<file path="src/rtl/layer_compositor.sv">
// Layer compositor: blends N_LAYERS prioritised sprite layers over a camera or
// black background and owns the START/PLAY/OVER screen FSM. The FSM and the
// layer enable mask only change on frame boundaries (nf_in). The pixel path is
// two register stages, and hcount/vcount are delayed by the same amount.
module layer_compositor #(
  parameter int unsigned N_LAYERS     = 6,
  parameter logic [23:0] KEY_COLOR    = 24'h00_00_00,
  parameter int unsigned BORDER_X     = 960,
  parameter int unsigned BORDER_Y     = 640,
  parameter logic [23:0] BORDER_COLOR = 24'hFF_FF_FF,
  parameter logic [31:0] START_CODE_A = 32'h20DF_5BA4,
  parameter logic [31:0] START_CODE_B = 32'h20DF_5AA5
) (
  input  logic                     clk_in,
  input  logic                     rst_in,
  input  logic [10:0]              hcount_in,
  input  logic [9:0]               vcount_in,
  input  logic                     nf_in,
  input  logic [31:0]              ir_in,
  input  logic                     camera_sw,
  input  logic [23:0]              camera_pixel_in,
  input  logic [23:0]              start_pixel_in,
  input  logic [24*N_LAYERS-1:0]   layer_pixel_in,
  input  logic [N_LAYERS-1:0]      layer_valid_in,
  input  logic [N_LAYERS-1:0]      layer_en_in,
  input  logic [2:0]               player_health_in,
  input  logic [2:0]               opponent_health_in,
  output logic [23:0]              pixel_out,
  output logic [10:0]              hcount_out,
  output logic [9:0]               vcount_out,
  output logic [1:0]               game_state_out
);

  localparam logic [10:0] BX = BORDER_X[10:0];
  localparam logic [9:0]  BY = BORDER_Y[9:0];

  typedef enum logic [1:0] {
    ST_START = 2'd0,
    ST_PLAY  = 2'd1,
    ST_OVER  = 2'd2
  } state_t;

  state_t                 state_q;
  logic                   ir_pending_q;
  logic [N_LAYERS-1:0]    mask_q;

  logic                   ir_match;
  logic                   ir_go;

  assign ir_match = (ir_in == START_CODE_A) || (ir_in == START_CODE_B);
  // A code seen earlier in the frame or on the boundary cycle itself counts.
  assign ir_go    = ir_pending_q | ir_match;

  // Screen FSM, sticky IR flag and frame-latched enable mask; all commit on nf_in.
  always_ff @(posedge clk_in) begin
    if (rst_in) begin
      state_q      <= ST_START;
      ir_pending_q <= 1'b0;
      mask_q       <= '1;
    end else if (nf_in) begin
      case (state_q)
        ST_START: if (ir_go) state_q <= ST_PLAY;
        ST_PLAY:  if (player_health_in == 3'd0 || opponent_health_in == 3'd0)
                    state_q <= ST_OVER;
        ST_OVER:  if (ir_go) state_q <= ST_START;
        default:  state_q <= ST_START;
      endcase
      ir_pending_q <= 1'b0;
      mask_q       <= layer_en_in;
    end else if (ir_match) begin
      ir_pending_q <= 1'b1;
    end
  end

  logic [N_LAYERS-1:0]    opaque_d, opaque_q;
  logic                   border_d, border_q;
  logic [23:0]            bg_d, bg_q;
  logic [24*N_LAYERS-1:0] lpix_q;
  logic [23:0]            start_q;
  logic [10:0]            h1_q;
  logic [9:0]             v1_q;

  // Stage 1 decode: which layers are visible here, and is this a border pixel.
  always_comb begin
    opaque_d = '0;
    for (int i = 0; i < N_LAYERS; i++) begin
      opaque_d[i] = layer_valid_in[i] & mask_q[i] &
                    (layer_pixel_in[24*i +: 24] != KEY_COLOR);
    end
    border_d = ((hcount_in == BX) && (vcount_in <= BY)) ||
               ((vcount_in == BY) && (hcount_in <= BX));
    bg_d     = camera_sw ? camera_pixel_in : 24'h00_00_00;
  end

  // Stage 1 registers.
  always_ff @(posedge clk_in) begin
    if (rst_in) begin
      opaque_q <= '0;
      border_q <= 1'b0;
      bg_q     <= '0;
      lpix_q   <= '0;
      start_q  <= '0;
      h1_q     <= '0;
      v1_q     <= '0;
    end else begin
      opaque_q <= opaque_d;
      border_q <= border_d;
      bg_q     <= bg_d;
      lpix_q   <= layer_pixel_in;
      start_q  <= start_pixel_in;
      h1_q     <= hcount_in;
      v1_q     <= vcount_in;
    end
  end

  logic [23:0] sel_d;
  logic [23:0] base_d;
  logic [23:0] pix_d;

  // Stage 2 select: scanning from the top index down lets layer 0 win last.
  always_comb begin
    sel_d = bg_q;
    for (int i = N_LAYERS - 1; i >= 0; i--) begin
      if (opaque_q[i]) sel_d = lpix_q[24*i +: 24];
    end
    base_d = border_q ? BORDER_COLOR : sel_d;
    if (state_q == ST_START) begin
      pix_d = start_q;
    end else if (state_q == ST_OVER) begin
      pix_d = {1'b0, base_d[23:17], 1'b0, base_d[15:9], 1'b0, base_d[7:1]};
    end else begin
      pix_d = base_d;
    end
  end

  logic [23:0] pixel_q;
  logic [10:0] h2_q;
  logic [9:0]  v2_q;

  // Stage 2 registers driving the outputs.
  always_ff @(posedge clk_in) begin
    if (rst_in) begin
      pixel_q <= '0;
      h2_q    <= '0;
      v2_q    <= '0;
    end else begin
      pixel_q <= pix_d;
      h2_q    <= h1_q;
      v2_q    <= v1_q;
    end
  end

  assign pixel_out      = pixel_q;
  assign hcount_out     = h2_q;
  assign vcount_out     = v2_q;
  assign game_state_out = state_q;

endmodule
</file>
<file path="config.mk">
export PLATFORM = sky130hd
export DESIGN_NAME = layer_compositor
export DESIGN_NICKNAME = d
export VERILOG_FILES = /design/src/rtl/layer_compositor.sv
export SDC_FILE = /design/constraint.sdc
export NUM_CORES = 1
export LEC_CHECK = 0
export ABC_AREA = 0
export BUFFER_PORTS_ARGS = -buffer_cell sky130_fd_sc_hd__clkbuf_2
export CORE_MARGIN = 5
export CORE_UTILIZATION = 35
export DETAILED_ROUTE_END_ITERATION = 10
export MAX_ROUTING_LAYER = met4
export PLACE_DENSITY_LB_ADDON = 0.1
export SLEW_MARGIN = 20
export SYNTH_ARGS = -nofsm -noshare
export SYNTH_HDL_FRONTEND = slang
export SYNTH_SLANG_ARGS = --single-unit
</file>
<file path="constraint.sdc">
create_clock -name clk_in -period 1.9 [get_ports clk_in]
set_input_delay 0.19 -clock clk_in [delete_from_list [all_inputs] [get_ports clk_in]]
set_output_delay 0.19 -clock clk_in [all_outputs]
set_load 0.05 [all_outputs]
</file>
==> impl_metrics.csv, run 1 <==
group,metric,value,unit
yosys,yosys.area_share.adder,0,%
power,p_leak,6.77,nW
yosys,syn_nets,1285,
setup_path,end_kind,"output port",
yosys,synth_xor_area_share,0.0856,%
yosys,syn_area_per_cell,10.0,um2
yosys,post-synth-top-area-cell,"dfxtp_1",
yosys,synth_top_area_share,53.6,%
yosys,synth-edff-count,0,
layout,final_nets,1843,
floorplanning,ios,314,
global_routing,grt_pass1_wl,58.4,mm
setup_path,reg2reg_slack,150,ps
yosys,synth.most_common_cell,"dfxtp_1",
setup_path,crit_chain,"buf_4, buf_4, clkbuf_4",
floorplanning,core-area,28800,um2
power,ir_worst_vdd,0.000646,V
sta,rsz0062_at_grt,"no",
placed_design,place_ws,140,ps
power,p_per_area,894,nW/um2
sta,final_hold_viol_count,0,
sta,slew_headroom,60.6,%
drt,via_per_inst,4.82,
clock_network,cts_max_level,1,
setup_path,cp.required,1710,ps
floorplanning,die_x,181,um
placed_design,finalWeightedCongestion,0.929,
sta,tns,0,ps
yosys,syn_inst,1018,
setup_path,critical_path.top_delay_family,"buffers and inverters",
sta,period_minus_slack,1770,ps
setup_path,worstSetupPathType,"register to output port",
yosys,yosysSeqAreaShare,53.6,%
drt,post_drt_wl_per_cell,19.5,um
clock_network,cts-root-buf,"clkbuf_16",
sta,worstMarginPinSlew,586,ps
drt,drc,0,
drt,final_antenna_net_count,0,
floorplanning,die_h,181,um
clock_network,numCtsBuffers,29,
sta,period_share,93.0,%
yosys,synth_compound_area_share,12.5,%
layout,diodes,0,
setup_path,start_kind,"register",
power,power.total,14.2,mW
yosys,syn_area,10200,um2
layout,n_fill_cell,2539,
setup_path,slowest_stage,"dfxtp_2",
drt,drt-total-wl,38.7,mm
setup_path,cp.buffers_inverters,3,
yosys,synth.distinct_cells,61,
clock_network,cts.sinks,274,
floorplanning,initial_core_util,35.5,%
setup_path,cp_data_arrival_time,1580,ps
layout,drive_gt1_share,26.2,%
placed_design,io_buffers,313,
yosys,synth.area.top_cells,"dfxtp_1 (54%), nor2b_1 (14%), mux2i_1 (2.9%)",
yosys,synthMuxAreaShare,2.94,%
global_routing,grt_antenna_before_repair,0,
status,outcome,"complete, no violations",
sta,fin_ws,133,ps
drt,via_count,9548,
setup_path,worstPathMaxFanout,12,
yosys,synthFlopType,"dfxtp_1",
sta,hold_ws,59.3,ps
yosys,synthTopCellsByCount,"dfxtp_1 (274), nor2b_1 (237), clkbuf_1 (42)",
floorplanning,fp-row-count,62,
sta,maxSlewViolCount,0,
yosys,yosys.area_share.simple,27.5,%
layout,syn2layout_area_growth,55.0,%
flow_run,max_cap_violations,0,
global_routing,grt_max_degree,73,
sta,setup_viol,0,
clock_network,cts_tree,"yes",
global_routing,grt_pass1_vias,10100,
drt,drtIter0Drc,559,
hold_path,hp-class,"input pin to register",
global_routing,grt.overflow.total,0,
sta,fin_worst_skew,11.6,ps
sta,timing.fmax,0.566,GHz
yosys,synth_top_family_by_area,"simple AND/OR/NAND/NOR gates",
yosys,yosys_warnings,0,
clock_network,cts.clk_slew.worst_paths,60,ps
floorplanning,dieArea,32700,um2
drt,drt_pass1_iterations,5,
setup_path,path_common_cell,"buf_4",
placed_design,hpwl,28.5,mm
yosys,ys_ff_latch,274,
clock_network,clockBufferDepth,3,
yosys,synth-async-reset-ratio,0,%
clock_network,clk_latency,540,ps
setup_path,critPathMaxStageDelay,410,ps
global_routing,track_usage,23.4,%
## cell families after synthesis
family                    count (synthesis)
muxes                                    30
buffers and inverters                    83
xor gates and xnor gates                  1
DFF                                     274
and+or+nand+nor                         457
AOI/OAI and AO/OA                       173
## state kept, by name, summed over array words and instances, names as in the netlist
register        flops
pixel_out          24
mask_q              6
h1_q               11
lpix_q            144
opaque_q            6
ir_pending_q        1
v1_q               10
game_state_out      2
start_q            24
vcount_out         10
border_q            1
bg_q               24
hcount_out         11
## worst min-delay path, cell delays in order
cell	delay, ps
clkbuf_2	80
nor3b_1	60
nand4_1	150
o21ai_1	80
## layout make-up
| type | instances | area (um2) | share of cell area, % |
|---|---|---|---|
| timing repair buffer | 594 | 4370 | 27.6 |
| clock inverter | 16 | 272 | 1.71 |
| clock buffer | 35 | 778 | 4.91 |
| multi-input combinational | 661 | 4400 | 27.8 |
| tap | 384 | 480 | 3.03 |
| inverter | 16 | 60.1 | 0.379 |
| sequential | 274 | 5490 | 34.6 |
## where the power goes
part / internal (mW) / leakage (nW) / switching [mW] / total (mW)
clock network: 3.86 / 0.510 / 2.31 / 6.16
registers: 6.04 / 2.28 / 0.125 / 6.16
logic: 0.935 / 3.98 / 0.917 / 1.85
## worst paths after layout
| path | startpoint | endpoint | depth (start not counted) |
|---|---|---|---|
| setup / recovery | game_state_out[0]$_SDFFE_PP0P_ | game_state_out[0] | 3 |
| hold / removal | ir_in[13] | game_state_out[0]$_SDFFE_PP0P_ | 4 |
| setup reg to reg | opaque_q[5]$_SDFF_PP0_ | pixel_out[16]$_SDFF_PP0_ | 5 |
| hold reg to reg | v1_q[9]$_SDFF_PP0_ | vcount_out[9]$_SDFF_PP0_ | 1 |
## placed cells by master (no fill, tap or decap), drive strengths merged, types with 4 or more instances in the layout
master	n
o21ai	23
buf	47
a22o	7
dfxtp	274
o21bai	14
o2111a	5
a221oi	12
a211o	5
and3b	5
a21o	5
o32ai	5
or2	7
a221o	8
nor2b	237
clkinv	7
a211oi	10
o31ai	11
clkbuf	347
bufinv	7
dlygate4sd3	235
nand2b	8
nor4	39
nand2	33
nand3	14
nor2	24
nor3	8
nand4	13
o221ai	4
mux2i	30
nor3b	26
a21oi	32
o211ai	10
inv	16
and2	29
## metrics by stage
stage,util (%),cells,instance area [um2]
detailed placement,43.3,1694,12400
CTS,55.1,1980,15900
global route,55.1,1980,15900
finish,55.1,1980,15900
global placement,43.3,1694,12400
floorplan,-,1018,10200
## layer usage
metal | global-route usage [%] | share of wire, % | up-vias
met2 | 39.0 | 48 | 376
met4 | 7.18 | 3.4 | 0
met3 | 4.20 | 6.6 | 77
met1 | 29.0 | 42 | 4425
li1 | - | - | 4670
met5 | - | 0 | -
## what timing repair did
| action | 4_1_cts | 5_1_grt |
|---|---|---|
| hold buffers | 235 | 0 |
| gates resized for setup | 1 | 2 |
| endpoints found under the setup margin | 1 | 2 |
| buffers inserted | 0 | 0 |
| endpoints found under the hold margin | 227 | 0 |
Note: power is estimated with default switching activity, not from simulation.
==> run 2, diff against run 1 <==
--- a/config.mk
+++ b/config.mk
@@ -8,7 +8,7 @@
 export ABC_AREA = 0
 export BUFFER_PORTS_ARGS = -buffer_cell sky130_fd_sc_hd__clkbuf_2
 export CORE_MARGIN = 5
-export CORE_UTILIZATION = 35
+export CORE_UTILIZATION = 51
 export DETAILED_ROUTE_END_ITERATION = 10
 export MAX_ROUTING_LAYER = met4
 export PLACE_DENSITY_LB_ADDON = 0.1
==> run 2 against run 1 <==
Register-to-register slack worse by 70 ps. Cell count fell by 6.7%. Clock skew is 0.58 ps lower.
==> impl_metrics.csv, run 2 (synthesis gave the netlist of run 1 again) <==
group,metric,value,unit
placed_design,finalWeightedCongestion,1.02,
drt,via_per_inst,5.30,
global_routing,grt_max_degree,90,
floorplanning,ios,314,
drt,drt_pass1_iterations,5,
sta,rsz0062_at_grt,"no",
status,outcome,"complete, no violations",
sta,hold_ws,18.4,ps
drt,drc,0,
hold_path,hp-class,"input pin to register",
sta,tns,0,ps
power,p_leak,6.66,nW
setup_path,start_kind,"register",
setup_path,reg2reg_slack,80,ps
sta,setup_viol,0,
drt,drtIter0Drc,642,
drt,post_drt_wl_per_cell,20.7,um
drt,final_antenna_net_count,0,
clock_network,numCtsBuffers,28,
layout,final_cell_mix,"clkbuf_2 (311), dfxtp_1 (274), nor2b_1 (237)",
setup_path,cp_data_arrival_time,2230,ps
power,switchingPower,3.34,mW
setup_path,end_kind,"register",
layout,final_nets,1826,
sta,period_minus_slack,1820,ps
floorplanning,fp-row-count,51,
clock_network,clk_latency,540,ps
clock_network,cts.clk_slew.worst_paths,70,ps
global_routing,grt.overflow.total,0,
setup_path,slowest_stage,"dfxtp_1",
power,pwr-share-clk,42.7,%
drt,drt-total-wl,38.3,mm
sta,timing.fmax,0.550,GHz
placed_design,io_buffers,313,
sta,final_hold_viol_count,0,
power,ir_worst_vdd,0.000654,V
setup_path,critPathMaxStageDelay,470,ps
layout,largest_reg_flops,144,
layout,seqCellArea,5490,um2
power,power.internal,10.6,mW
sta,worstMarginPinSlew,853,ps
layout,drive_gt1_share,25.9,%
setup_path,worstPathMaxFanout,14,
layout,multi_input_area,4400,um2
drt,top_layer_used,"met4",
power,p_per_area,899,nW/um2
clock_network,cts_max_level,1,
drt,via_count,9790,
global_routing,grt_antenna_before_repair,2,
floorplanning,initial_core_util,52.2,%
clock_network,post_cts_buffers,0,
clock_network,cts-root-buf,"clkbuf_16",
sta,slew_headroom,42.9,%
placed_design,placed_cell_area,12200,um2
power,swShare,24.0,%
floorplanning,core-area,19600,um2
floorplanning,die_x,152,um
power,pwr-share-comb,13.1,%
floorplanning,die_h,152,um
layout,postLayoutCellArea,15500,um2
clock_network,cts.sinks,274,
flow_run,max_cap_violations,0,
drt,wl_met1,14.7,mm
drt,met2_length,18.7,mm
placed_design,hpwl,25.0,mm
layout,n_fill_cell,1240,
setup_path,crit_chain,"buf_12, mux2i_1, a21oi_1, a311oi_1, o32ai_1",
global_routing,grt_pass1_wl,56.3,mm
power,pwr-share-seq,44.2,%
floorplanning,dieArea,23000,um2
setup_path,worstSetupPathType,"register to register",
power,power.total,13.9,mW
setup_path,cp.required,2310,ps
global_routing,track_usage,33.1,%
clock_network,cts_tree,"yes",
layout,top_register,"lpix_q",
global_routing,grt_pass1_vias,10400,
sta,period_share,95.7,%
sta,fin_worst_skew,11.0,ps
drt,met3_wirelength,3.27,mm
sta,maxSlewViolCount,0,
layout,syn2layout_area_growth,51.5,%
clock_network,clockBufferDepth,3,
layout,layout_commonest_cell,"clkbuf_2",
run 2: changes by cell type in the layout (fill, tap and decap cells not counted), sizes merged:
| cell | delta |
|---|---|
| buf | -10 |
| dlygate4sd3 | -6 |
| bufinv | -2 |
| clkinv | +2 |
| diode | +2 |
| clkinvlp | +1 |
run 2: layer usage:
layer	up-vias	global-route usage, %
met5	-	-
met2	499	57.1
met3	110	5.53
li1	4628	-
met4	0	13.7
met1	4553	38.3
run 2: metrics by stage:
step / std cells / util [%] / worst slack (ps)
2_1_floorplan: 1018 / - / 204
5_1_grt: 1848 / 79.1 / 0.841
6_report: 1848 / 79.1 / 81.8
3_5_place_dp: 1565 / 62.1 / 160
4_1_cts: 1846 / 79.1 / 53.7
3_3_place_gp: 1565 / 62.1 / 181
run 2: worst max-delay path, delay by kind of cell (launching register included):
family,cells,cell delay [ps]
compound gates,3,650
flops,1,470
mux,1,370
buf+inv,1,200
run 2: repair_timing:
item | 4_1_cts | 5_1_grt
endpoints found under the hold margin | 226 | 0
gates resized for setup | 0 | 3
endpoints found under the setup margin | 0 | 2
hold buffers | 229 | 0
run 2: power groups by stage:
stage	registers, mW	clock network (mW)	logic [mW]
2_1_floorplan	6.38	0	0.622
3_3_place_gp	6.28	0	1.37
3_5_place_dp	6.29	0	1.38
4_1_cts	6.16	5.96	1.76
5_1_grt	6.18	6.22	1.94
6_report	6.16	5.95	1.83
run 2: worst paths after layout:
path / startpoint / end / cells after the start
worst min register to register: v1_q[2]$_SDFF_PP0_ / vcount_out[2]$_SDFF_PP0_ / 1
worst max-delay path: opaque_q[5]$_SDFF_PP0_ / pixel_out[9]$_SDFF_PP0_ / 5
worst max register to register: opaque_q[5]$_SDFF_PP0_ / pixel_out[9]$_SDFF_PP0_ / 5
worst min-delay path: rst_in / pixel_out[7]$_SDFF_PP0_ / 2
run 2: layout make-up:
cell class | instances | share of cell area, %
Clock inverter | 17 | 1.43
Tap cell | 265 | 2.14
Inverter | 16 | 0.388
Timing Repair Buffer | 578 | 27.0
Sequential cell | 274 | 35.4
Multi-Input combinational cell | 661 | 28.4
Antenna cell | 2 | 0.0323
Clock buffer | 35 | 5.15
==> run 3, diff against run 2 <==
--- a/config.mk
+++ b/config.mk
@@ -6,13 +6,14 @@
 export NUM_CORES = 1
 export LEC_CHECK = 0
 export ABC_AREA = 0
-export BUFFER_PORTS_ARGS = -buffer_cell sky130_fd_sc_hd__clkbuf_2
+export CELL_PAD_IN_SITES_DETAIL_PLACEMENT = 0
+export CELL_PAD_IN_SITES_GLOBAL_PLACEMENT = 1
 export CORE_MARGIN = 5
-export CORE_UTILIZATION = 51
+export CORE_UTILIZATION = 47
 export DETAILED_ROUTE_END_ITERATION = 10
+export DONT_BUFFER_PORTS = 1
 export MAX_ROUTING_LAYER = met4
 export PLACE_DENSITY_LB_ADDON = 0.1
-export SLEW_MARGIN = 20
 export SYNTH_ARGS = -nofsm -noshare
 export SYNTH_HDL_FRONTEND = slang
 export SYNTH_SLANG_ARGS = --single-unit
==> run 3 against run 2 <==
The run now fails in clock tree synthesis. Synthesized area did not move. Synthesized cell count did not move.
==> impl_metrics.csv, run 3 <==
group,metric,value,unit
placed_design,place_ws,32.2,ps
yosys,synthFlopType,"dfxtp_1",
yosys,synth_xor_area_share,0.0856,%
placed_design,hpwl,25.4,mm
yosys,post-synth-top-area-cell,"dfxtp_1",
status,outcome,"stopped before the end",
clock_network,numCtsBuffers,28,
clock_network,clockBufferDepth,3,
yosys,yosys.area_share.adder,0,%
yosys,synth-edff-count,0,
yosys,syn_nets,1285,
yosys,synthMuxAreaShare,2.94,%
yosys,syn_area,10200,um2
floorplanning,die_h,158,um
yosys,yosys_warnings,0,
clock_network,cts_max_level,1,
yosys,syn_inst,1018,
yosys,synth_compound_area_share,12.5,%
floorplanning,ios,314,
clock_network,cts.sinks,274,
clock_network,cts-root-buf,"clkbuf_16",
yosys,synth.area.top_cells,"dfxtp_1 (54%), nor2b_1 (14%), mux2i_1 (2.9%)",
yosys,synthTopCellsByCount,"dfxtp_1 (274), nor2b_1 (237), clkbuf_1 (42)",
status,stop_error,"[ERROR RSZ-0060] Max buffer count reached.",
floorplanning,die_x,158,um
placed_design,finalWeightedCongestion,1.02,
yosys,yosys.area_share.simple,27.5,%
status,failed_stage,"clock tree synthesis",
placed_design,io_buffers,0,
clock_network,hold_buffers,265,
yosys,synth.distinct_cells,61,
yosys,synth_top_area_share,53.6,%
clock_network,post_cts_buffers,0,
placed_design,placed_cell_area,10700,um2
yosys,synth-async-reset-ratio,0,%
clock_network,post_cts_resized,0,
floorplanning,fp-row-count,54,
yosys,synth.most_common_cell,"dfxtp_1",
yosys,syn_area_per_cell,10.0,um2
yosys,synth_top_family_by_area,"simple AND/OR/NAND/NOR gates",
floorplanning,initial_core_util,47.3,%
yosys,ys_ff_latch,274,
yosys,yosysSeqAreaShare,53.6,%
[run 3: cell families after synthesis]
family,Yosys count
AOI/OAI and AO/OA,173
muxes,30
buffers and inverters,83
and+or+nand+nor,457
DFF,274
xor gates and xnor gates,1
[run 3: metrics by stage]
step	util, %	std cells
3_5_place_dp	49.3	1268
3_3_place_gp	49.3	1268
2_1_floorplan	-	1018
==> run 4, diff against run 3 <==
==> config.mk (replaced) <==
export PLATFORM = sky130hd
export DESIGN_NAME = layer_compositor
export DESIGN_NICKNAME = d
export VERILOG_FILES = /design/src/rtl/layer_compositor.sv
export SDC_FILE = /design/constraint.sdc
export NUM_CORES = 1
export LEC_CHECK = 0
export ABC_AREA = 0
export CORE_MARGIN = 5
export CORE_UTILIZATION = 40
export DETAILED_ROUTE_END_ITERATION = 10
export DONT_BUFFER_PORTS = 1
export PLACE_DENSITY_LB_ADDON = 0.15
export SYNTH_ARGS = -nofsm -noshare
export SYNTH_HDL_FRONTEND = slang
export SYNTH_SLANG_ARGS = --single-unit
==> run 4 against run 3 <==
The run now ends clean.
==> impl_metrics.csv, run 4 (synthesis gave the netlist of run 1 again) <==
group,metric,value,unit
status,outcome,"complete, no violations",
drt,via_count,8622,
layout,syn2layout_area_growth,41.7,%
clock_network,clk_latency,540,ps
sta,setup_viol,0,
layout,postLayoutCellArea,14500,um2
setup_path,cp.required,2310,ps
setup_path,cp_data_arrival_time,2240,ps
setup_path,worstPathMaxFanout,12,
sta,final_hold_viol_count,0,
hold_path,hp-class,"input pin to register",
clock_network,cts.sinks,274,
floorplanning,core-area,25200,um2
placed_design,io_buffers,0,
setup_path,worstSetupPathType,"input pin to register",
sta,period_share,96.2,%
floorplanning,initial_core_util,40.6,%
power,p_per_area,930,nW/um2
clock_network,clockBufferDepth,3,
layout,layout_commonest_cell,"dlygate4sd3_1",
setup_path,start_kind,"input pin",
floorplanning,fp-row-count,58,
global_routing,grt_pass1_wl,53.8,mm
layout,final_cell_mix,"dlygate4sd3_1 (274), dfxtp_1 (273), nor2b_1 (237)",
placed_design,placed_cell_area,10700,um2
sta,worstMarginPinSlew,934,ps
layout,drive_gt1_share,7.58,%
sta,slew_headroom,37.6,%
sta,maxSlewViolCount,0,
drt,drt-total-wl,36.6,mm
layout,largest_reg_flops,144,
layout,top_register,"lpix_q",
layout,final_nets,1569,
drt,drc,0,
global_routing,grt.overflow.total,0,
drt,final_antenna_net_count,0,
drt,drt_pass1_iterations,5,
clock_network,cts_max_level,1,
placed_design,hpwl,26.3,mm
sta,period_minus_slack,1830,ps
power,ir_worst_vdd,0.000822,V
global_routing,grt_antenna_before_repair,0,
placed_design,finalWeightedCongestion,0.979,
clock_network,cts-root-buf,"clkbuf_16",
drt,drtIter0Drc,637,
global_routing,grt_pass1_vias,9122,
floorplanning,die_x,170,um
layout,diodes,0,
drt,via_per_inst,5.23,
floorplanning,dieArea,28900,um2
floorplanning,die_h,170,um
drt,post_drt_wl_per_cell,22.2,um
flow_run,max_cap_violations,0,
clock_network,cts.clk_slew.worst_paths,60,ps
global_routing,track_usage,24.3,%
sta,timing.fmax,0.547,GHz
sta,rsz0062_at_grt,"no",
setup_path,end_kind,"register",
clock_network,numCtsBuffers,29,
sta,tns,0,ps
power,p_leak,5.79,nW
global_routing,grt_max_degree,148,
clock_network,post_cts_buffers,0,
sta,fin_worst_skew,10.5,ps
floorplanning,ios,314,
clock_network,cts_tree,"yes",
-- run 4: worst max-delay path, stage by stage --
cell	delay (ps)
dlygate4sd3_1	1150
nor2b_1	100
a211o_1	250
dlygate4sd3_1	550
-- run 4: power by group --
part	internal (mW)	switching [mW]	leakage, nW	total (mW)
Combinational	0.745	0.544	3.03	1.29
Clock	3.62	2.23	0.488	5.85
Sequential	6.04	0.296	2.27	6.34
-- run 4: layer usage --
metal / up-vias / GRT usage (%) / routed length, um
met2: 405 / 40.6 / 17000
met4: 0 / 8.61 / 1470
li1: 4125 / - / -
met3: 82 / 5.74 / 3190
met1: 4010 / 30.9 / 15000
met5: - / 0 / 0
-- run 4: cell type report --
class                           instances  area [um2]
Fill cell                            2140       10700
Sequential cell                       274        5490
Multi-Input combinational cell        661        4400
Timing Repair Buffer                  320        3130
Clock buffer                           41         851
Tap cell                              330         413
Clock inverter                          7         143
Inverter                               16        60.1
-- run 4: final timing paths --
path / start / endpoint / slack (ps) / cells past startpoint
setup reg to reg: opaque_q[1]$_SDFF_PP0_ / pixel_out[6]$_SDFF_PP0_ / 80 / 5
setup / recovery: nf_in / mask_q[5]$_SDFFE_PP1P_ / 70 / 4
hold / removal: ir_in[20] / game_state_out[0]$_SDFFE_PP0P_ / 40 / 4
hold reg to reg: mask_q[2]$_SDFFE_PP1P_ / mask_q[2]$_SDFFE_PP1P_ / 480 / 2
-- run 4: timing repair --
action | in CTS | in global routing
hold buffers | 275 | 0
setup endpoints to repair | 0 | 3
gates resized for setup | 0 | 1
hold endpoints to repair | 267 | 0
-- run 4: per-stage QoR --
| stage | hold WS (ps) | cells | setup slack [ps] | util (%) | total power, mW |
|---|---|---|---|---|---|
| finish | 38.0 | 1649 | 72.4 | 57.5 | 13.5 |
| global route | 33.4 | 1649 | 49.1 | 57.5 | 14.0 |
| CTS | 0.162 | 1649 | 35.2 | 57.5 | 13.6 |
| detailed placement | 280 | 1326 | 44.3 | 42.6 | 7.26 |
| global placement | 275 | 1326 | 78.8 | 42.6 | 7.26 |
| floorplan | 308 | 1018 | 204 | - | 7.00 |
